--- config.mk ---
export PLATFORM = sky130hd
export DESIGN_NAME = dac_wave_sequencer
export DESIGN_NICKNAME = d
export VERILOG_FILES = /design/src/rtl/dac_pkg.sv /design/src/rtl/dac_phase_acc.sv /design/src/rtl/dac_wave_sequencer.sv
export SDC_FILE = /design/constraint.sdc
export NUM_CORES = 1
export LEC_CHECK = 0
export CORE_UTILIZATION = 25
export CTS_BUF_LIST = sky130_fd_sc_hd__clkbuf_16
export DETAILED_ROUTE_END_ITERATION = 16
export DONT_BUFFER_PORTS = 1
export GPL_TIMING_DRIVEN = 0
export HOLD_SLACK_MARGIN = 0.05
export RECOVER_POWER = 100
export SYNTH_ARGS = -nofsm -noshare
export SYNTH_HDL_FRONTEND = slang
export SYNTH_SLANG_ARGS = --single-unit
--- constraint.sdc ---
create_clock -name clk -period 8.8 [get_ports clk]
set_clock_uncertainty 0.2 [all_clocks]
set_input_delay 0.88 -clock clk [delete_from_list [all_inputs] [get_ports clk]]
set_output_delay 0.88 -clock clk [all_outputs]
set_load 0.005 [all_outputs]
--- src/rtl/dac_pkg.sv ---
// rtl/dac_pkg.sv - shared state type, wave-select codes and default widths for the DAC sequencer
package dac_pkg;

  typedef enum logic [1:0] {
    ST_IDLE  = 2'd0,
    ST_RUN   = 2'd1,
    ST_DRAIN = 2'd2
  } seq_state_t;

  localparam logic [1:0] WAVE_SINE = 2'd0;
  localparam logic [1:0] WAVE_TRI  = 2'd1;
  localparam logic [1:0] WAVE_SQR  = 2'd2;
  localparam logic [1:0] WAVE_SAW  = 2'd3;

  localparam int DEF_PHASE_W = 16;
  localparam int DEF_ADDR_W  = 10;

endpackage

--- src/rtl/dac_phase_acc.sv ---
// rtl/dac_phase_acc.sv - phase accumulator with step load, phase clear and period carry
module dac_phase_acc
  import dac_pkg::*;
#(
  parameter int PHASE_W = DEF_PHASE_W,
  parameter int ADDR_W  = DEF_ADDR_W
) (
  input  logic               clk,
  input  logic               rst_n,
  input  logic               clear,
  input  logic               en,
  input  logic               load,
  input  logic [PHASE_W-1:0] step_in,
  output logic [ADDR_W-1:0]  addr,
  output logic               carry
);

  logic [PHASE_W-1:0] phase;
  logic [PHASE_W-1:0] step;
  logic [PHASE_W:0]   sum;

  assign sum   = {1'b0, phase} + {1'b0, step};
  assign carry = en & sum[PHASE_W];
  assign addr  = phase[PHASE_W-1 -: ADDR_W];

  // A loaded step only affects the add after the load edge, so a swap on a
  // wrap still completes that wrap with the old step.
  always_ff @(posedge clk or negedge rst_n) begin
    if (!rst_n) begin
      phase <= '0;
      step  <= PHASE_W'(1);
    end else begin
      if (clear) begin
        phase <= '0;
      end else if (en) begin
        phase <= sum[PHASE_W-1:0];
      end
      if (load) begin
        step <= (step_in == '0) ? PHASE_W'(1) : step_in;
      end
    end
  end

endmodule

--- src/rtl/dac_wave_sequencer.sv ---
// rtl/dac_wave_sequencer.sv - command-driven phase sequencer producing ROM address, table select and valid strobe
module dac_wave_sequencer
  import dac_pkg::*;
#(
  parameter int PHASE_W = DEF_PHASE_W,
  parameter int ADDR_W  = DEF_ADDR_W,
  parameter int CNT_W   = 16,
  parameter int ROM_LAT = 1
) (
  input  logic               clk,
  input  logic               rst_n,
  input  logic               cmd_valid,
  output logic               cmd_ready,
  input  logic [1:0]         cmd_wave,
  input  logic [PHASE_W-1:0] cmd_step,
  input  logic [CNT_W-1:0]   cmd_cycles,
  input  logic               stop,
  input  logic               abort,
  output logic [ADDR_W-1:0]  rom_addr,
  output logic [1:0]         rom_sel,
  output logic               data_valid,
  output logic               busy,
  output logic               wrap,
  output logic               done
);

  seq_state_t         state;
  logic               pend_valid;
  logic [1:0]         pend_wave;
  logic [PHASE_W-1:0] pend_step;
  logic [CNT_W-1:0]   pend_cycles;
  logic [CNT_W-1:0]   act_cycles;
  logic [CNT_W-1:0]   period_cnt;
  logic [ROM_LAT-1:0] vld_sr;

  logic               running;
  logic               hs;
  logic               carry;
  logic               cnt_hit;
  logic               finish;
  logic               go_idle;
  logic               swap;
  logic               acc_clear;
  logic               acc_load;
  logic [PHASE_W-1:0] acc_step;

  always_comb begin
    running   = (state != ST_IDLE);
    cmd_ready = 1'b0;
    case (state)
      ST_IDLE: cmd_ready = 1'b1;
      ST_RUN:  cmd_ready = !pend_valid;
      default: cmd_ready = 1'b0;
    endcase
    hs      = cmd_valid & cmd_ready;
    cnt_hit = (act_cycles != '0) && ((period_cnt + CNT_W'(1)) == act_cycles);
    // A queued command outranks an expiring count: the next command takes over.
    finish  = carry && ((state == ST_DRAIN) ||
                        ((state == ST_RUN) && !pend_valid && cnt_hit));
    go_idle = running && (abort || finish);
    swap    = (state == ST_RUN) && carry && pend_valid && !abort && !stop;
    acc_clear = !running || go_idle;
    acc_load  = ((state == ST_IDLE) && hs) || swap;
    acc_step  = (state == ST_IDLE) ? cmd_step : pend_step;
  end

  dac_phase_acc #(
    .PHASE_W(PHASE_W),
    .ADDR_W (ADDR_W)
  ) u_acc (
    .clk    (clk),
    .rst_n  (rst_n),
    .clear  (acc_clear),
    .en     (running),
    .load   (acc_load),
    .step_in(acc_step),
    .addr   (rom_addr),
    .carry  (carry)
  );

  assign busy       = (state != ST_IDLE);
  assign data_valid = vld_sr[ROM_LAT-1];

  always_ff @(posedge clk or negedge rst_n) begin
    if (!rst_n) begin
      state       <= ST_IDLE;
      pend_valid  <= 1'b0;
      pend_wave   <= WAVE_SINE;
      pend_step   <= '0;
      pend_cycles <= '0;
      act_cycles  <= '0;
      period_cnt  <= '0;
      rom_sel     <= WAVE_SINE;
      wrap        <= 1'b0;
      done        <= 1'b0;
      vld_sr      <= '0;
    end else begin
      wrap      <= carry && !abort;
      done      <= go_idle;
      vld_sr[0] <= running;
      for (int i = 1; i < ROM_LAT; i++) begin
        vld_sr[i] <= vld_sr[i-1];
      end
      case (state)
        ST_IDLE: begin
          if (hs) begin
            state      <= ST_RUN;
            rom_sel    <= cmd_wave;
            act_cycles <= cmd_cycles;
            period_cnt <= '0;
          end
        end
        ST_RUN: begin
          if (go_idle) begin
            state      <= ST_IDLE;
            pend_valid <= 1'b0;
          end else if (stop) begin
            state      <= ST_DRAIN;
            pend_valid <= 1'b0;
          end else begin
            if (swap) begin
              rom_sel    <= pend_wave;
              act_cycles <= pend_cycles;
              period_cnt <= '0;
              pend_valid <= 1'b0;
            end else if (carry && (act_cycles != '0)) begin
              period_cnt <= period_cnt + CNT_W'(1);
            end
            // hs implies no pending entry, so it can never collide with a swap.
            if (hs) begin
              pend_valid  <= 1'b1;
              pend_wave   <= cmd_wave;
              pend_step   <= cmd_step;
              pend_cycles <= cmd_cycles;
            end
          end
        end
        ST_DRAIN: begin
          if (go_idle) begin
            state <= ST_IDLE;
          end
        end
        default: state <= ST_IDLE;
      endcase
    end
  end

endmodule

==> out/qor.csv <==
stage,metric,value,unit
status,status,"complete, no violations",
placed_design,IO buf count,0,
finish,design area,6554,um^2
setup_path,WP data required,8.83,ns
placed_design,Routability Congestion,0.8709,
sta,period utilization,0.5454,
synth,Post-synth EDFFs,0,
synth,most common cell in the netlist,dfrtp_1,
floorplan,Core Region,23470,um^2
finish,diode count,0,
power,Flop pwr share,0.430,
setup_path,Critical-path top delay cell,o21ai_0,
setup_path,r2r worst-path depth,13,
power,Internal,0.001165,W
setup_path,CP Capture Type,flip-flop,
floorplan,die width,156.8,um
finish,Multi-input gate area,2949,um^2
detailed_routing,total number of vias,4507,
clock_network,TritonCTS clock tree,done,
synth,"Primary FF master, synth",dfrtp_1,
synth,mean area per synthesized cell,9.906,um^2
synth,Synth top area share,0.4384,
synth,post-synth cell types,61,
placed_design,DPL Wire Length,11390,um
sta,RSZ-0062 raised after global routing,false,
placed_design,Setup WS pre-CTS,4.200,ns
detailed_routing,Residual DRC,0,
clock_network,Clock Path Buffers,2,
global_route,aggregate global routing overflow,0,
detailed_routing,violation count after the first detailed-route iteration,308,
global_route,GR Util All Layers,0.1354,
power,leak pwr,2.717,nW
finish,share of cells above drive strength 1,0.06592,
floorplan,height of the die,156.8,um
synth,Yosys reg bits,106,
power,Net Sw Power,0.0006639,W
global_route,vias in the first global route,4452,
sta,slew margin rel.,0.3815,
clock_network,Root Buffer,clkbuf_16,
floorplan,starting density of the core,0.2553,
finish,register area,2654,um^2
global_route,largest net degree at the start of global routing,106,
power,clock group share of total power,0.225,
worst_hold_path,Hold Crit Class,in -> async,
global_route,initial antenna violation count,0,
sta,post-route setup TNS,0,ns
setup_path,"critical path, cell by cell",ha_1 -> inv_1 -> fa_1 -> nor2b_1 -> o31ai_1 -> a2111oi_0 -> o2111ai_1 -> and2_0 -> clkbuf_1 -> o21ai_0 -> nand2b_1 -> clkbuf_1 -> o21ai_0,
floorplan,row cnt,56,
finish,Area Growth Syn to Fin,9.353,%
setup_path,Crit Path Max Fanout,10,
sta,min Tclk post-route,4.800,ns
clock_network,clock-pin slew on the worst setup and hold paths,0.07,ns
synth,post-synth net total,662,
sta,Setup-failing EPs final,0,
finish,Layout Nets,674,
synth,synth cell count leaders,"dfrtp_1, nor2_1, nand2_1, a21oi_1, mux2_4",
sta,"Slew Viols, Final",0,
synth,synthesized cell area,5993,um^2
synth,"top cells by area, synth","dfrtp_1, mux2_4, nor2_1",
sta,final hold vios,0,
clock_network,post-CTS setup repair buffer count,0,
sta,worst setup margin,4.000,ns
synth,Yosys top cell by area,dfrtp_1,
setup_path,Crit path arrival time,4.83,ns
setup_path,crit-path max cell delay,0.76,ns
global_route,global-route wire length before repair,25230,um
setup_path,WS Path Type,reg -> reg,
placed_design,Area after DPL,6392,um^2
synth,share of flip-flops with an asynchronous set or reset,1.000,
clock_network,TritonCTS buffer count,9,
sta,Max Fclk,208.3,MHz
setup_path,Startpoint Class,flip-flop,
clock_network,CTS resizes,0,
power,sw frac,0.3631,
flow_run,# Max-Cap Violations,0,
synth,post-synthesis sequential area ratio,0.4428,
finish,FILL cells,2490,
clock_network,CTS H-Tree Depth,3,
detailed_routing,ANT nets after route,0,
sta,measured slew at the worst slew-check pin,0.9244,ns
clock_network,Clock Sinks,106,
clock_network,clk_lat worst skew,0.36,ns
clock_network,CTS Hold Buffers Added,1,
floorplan,Die ar.,24600,um^2
power,VDD IR max,128.9,uV
detailed_routing,DRT Wirelength,15550,um
power,power per cell area,279.0,nW/um^2
floorplan,# IOs,56,
synth,Mapped Cells,605,
detailed_routing,Avg WL per Cell,16.52,um
synth,Synthesis Warnings,0,
power,Gate power share,0.345,
detailed_routing,TritonRoute pass-1 iters,4,
detailed_routing,Via density,4.790,
routing by layer:
metal,vias to the layer above,global-route usage,part of all wire
li1,2204,-,-
met3,12,0.03157,0.065
met1,2188,0.1842,0.47
met2,103,0.2068,0.45
met5,-,0,0
met4,0,0.05182,0.015
cell usage in the layout, fill, tap and decap left out, types with 3 or more instances in the layout:
master | netlist | layout
o31ai_1 | 8 | 8
nor2_1 | 63 | 64
a21o_1 | 3 | 3
nand3_1 | 12 | 12
dfrtp_1 | 105 | 105
a31oi_1 | 22 | 22
or4_1 | 3 | 3
and3_1 | 6 | 6
nor2b_1 | 8 | 8
nand2b_1 | 8 | 8
nand4_1 | 7 | 7
nor3_1 | 20 | 20
o21ai_0 | 27 | 29
nor3b_1 | 5 | 5
o2111ai_1 | 5 | 5
clkbuf_4 | 0 | 5
inv_1 | 17 | 17
xnor2_1 | 16 | 16
mux2_1 | 0 | 27
a21oi_1 | 32 | 33
ha_1 | 17 | 17
nand2_1 | 55 | 55
o41ai_1 | 7 | 7
mux2i_1 | 16 | 16
clkbuf_16 | 0 | 9
o21a_1 | 3 | 3
nor4_1 | 11 | 11
a211oi_1 | 4 | 4
clkbuf_1 | 17 | 28
xor2_1 | 12 | 12
mux2_2 | 6 | 6
or3_1 | 3 | 3
buf_2 | 7 | 5
sequential cells by signal, indices dropped and copies added, names as in the netlist:
signal / flops
pend_cycles: 16
wrap: 1
state: 2
pend_step: 16
act_cycles: 16
u_acc.phase: 16
period_cnt: 16
pend_wave: 2
pend_valid: 1
data_valid: 1
u_acc.step: 16
rom_sel: 2
done: 1
area by class of cell:
class                   count  area share
clock buffers               9     0.03436
repair buffers              1    0.004200
inverters                  17    0.009737
plain buffers              38     0.02558
flip-flops and latches    106      0.4049
well taps                 319     0.06090
clock inverters             7     0.01031
multi-input cells         444      0.4500
worst max-delay path, delay by kind of cell (launching register included):
kind	cells	cell delay [ns]
AO/OA/AOI/OAI	5	2.00
adder cells (fa/ha/maj)	2	0.55
buffers and inverters	3	0.66
flip-flops	1	0.53
AND/OR/NAND/NOR	3	0.73
power groups by stage:
stage,Clock (W),Sequential (W),Combinational (W)
after floorplan,0,0.000751,0.000568
after global placement,0,0.000796,0.000672
after detailed placement,0,0.000799,0.000677
after CTS,0.000424,0.000791,0.000694
after global routing,0.000440,0.000810,0.000716
final,0.000411,0.000786,0.000631
metrics by stage:
| stage | std cells | total power (W) | hold slack [ns] | utilization |
|---|---|---|---|---|
| after floorplan | 605 | 0.001319 | 0.2675 | - |
| after global placement | 924 | 0.001468 | 0.2910 | 0.2723 |
| after detailed placement | 924 | 0.001476 | 0.2935 | 0.2723 |
| after CTS | 941 | 0.001910 | 0.1483 | 0.2860 |
| after global routing | 941 | 0.001967 | 0.1485 | 0.2792 |
| final | 941 | 0.001829 | 0.1636 | 0.2792 |
kinds of logic after synthesis:
family | after synthesis | synth area share
xor gates and xnor gates | 28 | 0.04092
DFF | 106 | 0.4428
muxes | 51 | 0.1106
AOI/OAI and AO/OA | 129 | 0.1380
buffers and inverters | 55 | 0.04655
and+or+nand+nor | 218 | 0.1823
adders and majority gates | 18 | 0.03883
path summary, 6_finish.rpt:
kind / start / endpoint / slack, ns
min: rst_n / u_acc.step[0]$_DFFE_PN1P_ / 0.16
max reg2reg: u_acc.step[0]$_DFFE_PN1P_ / period_cnt[14]$_DFFE_PN0P_ / 4.00
max: u_acc.step[0]$_DFFE_PN1P_ / period_cnt[14]$_DFFE_PN0P_ / 4.00
max in group asynchronous: rst_n / pend_step[11]$_DFFE_PN0P_ / 7.69
min reg2reg: pend_cycles[11]$_DFFE_PN0P_ / pend_cycles[11]$_DFFE_PN0P_ / 0.29
min in group clk: pend_cycles[11]$_DFFE_PN0P_ / pend_cycles[11]$_DFFE_PN0P_ / 0.29
(Power assumes the default switching activity.)
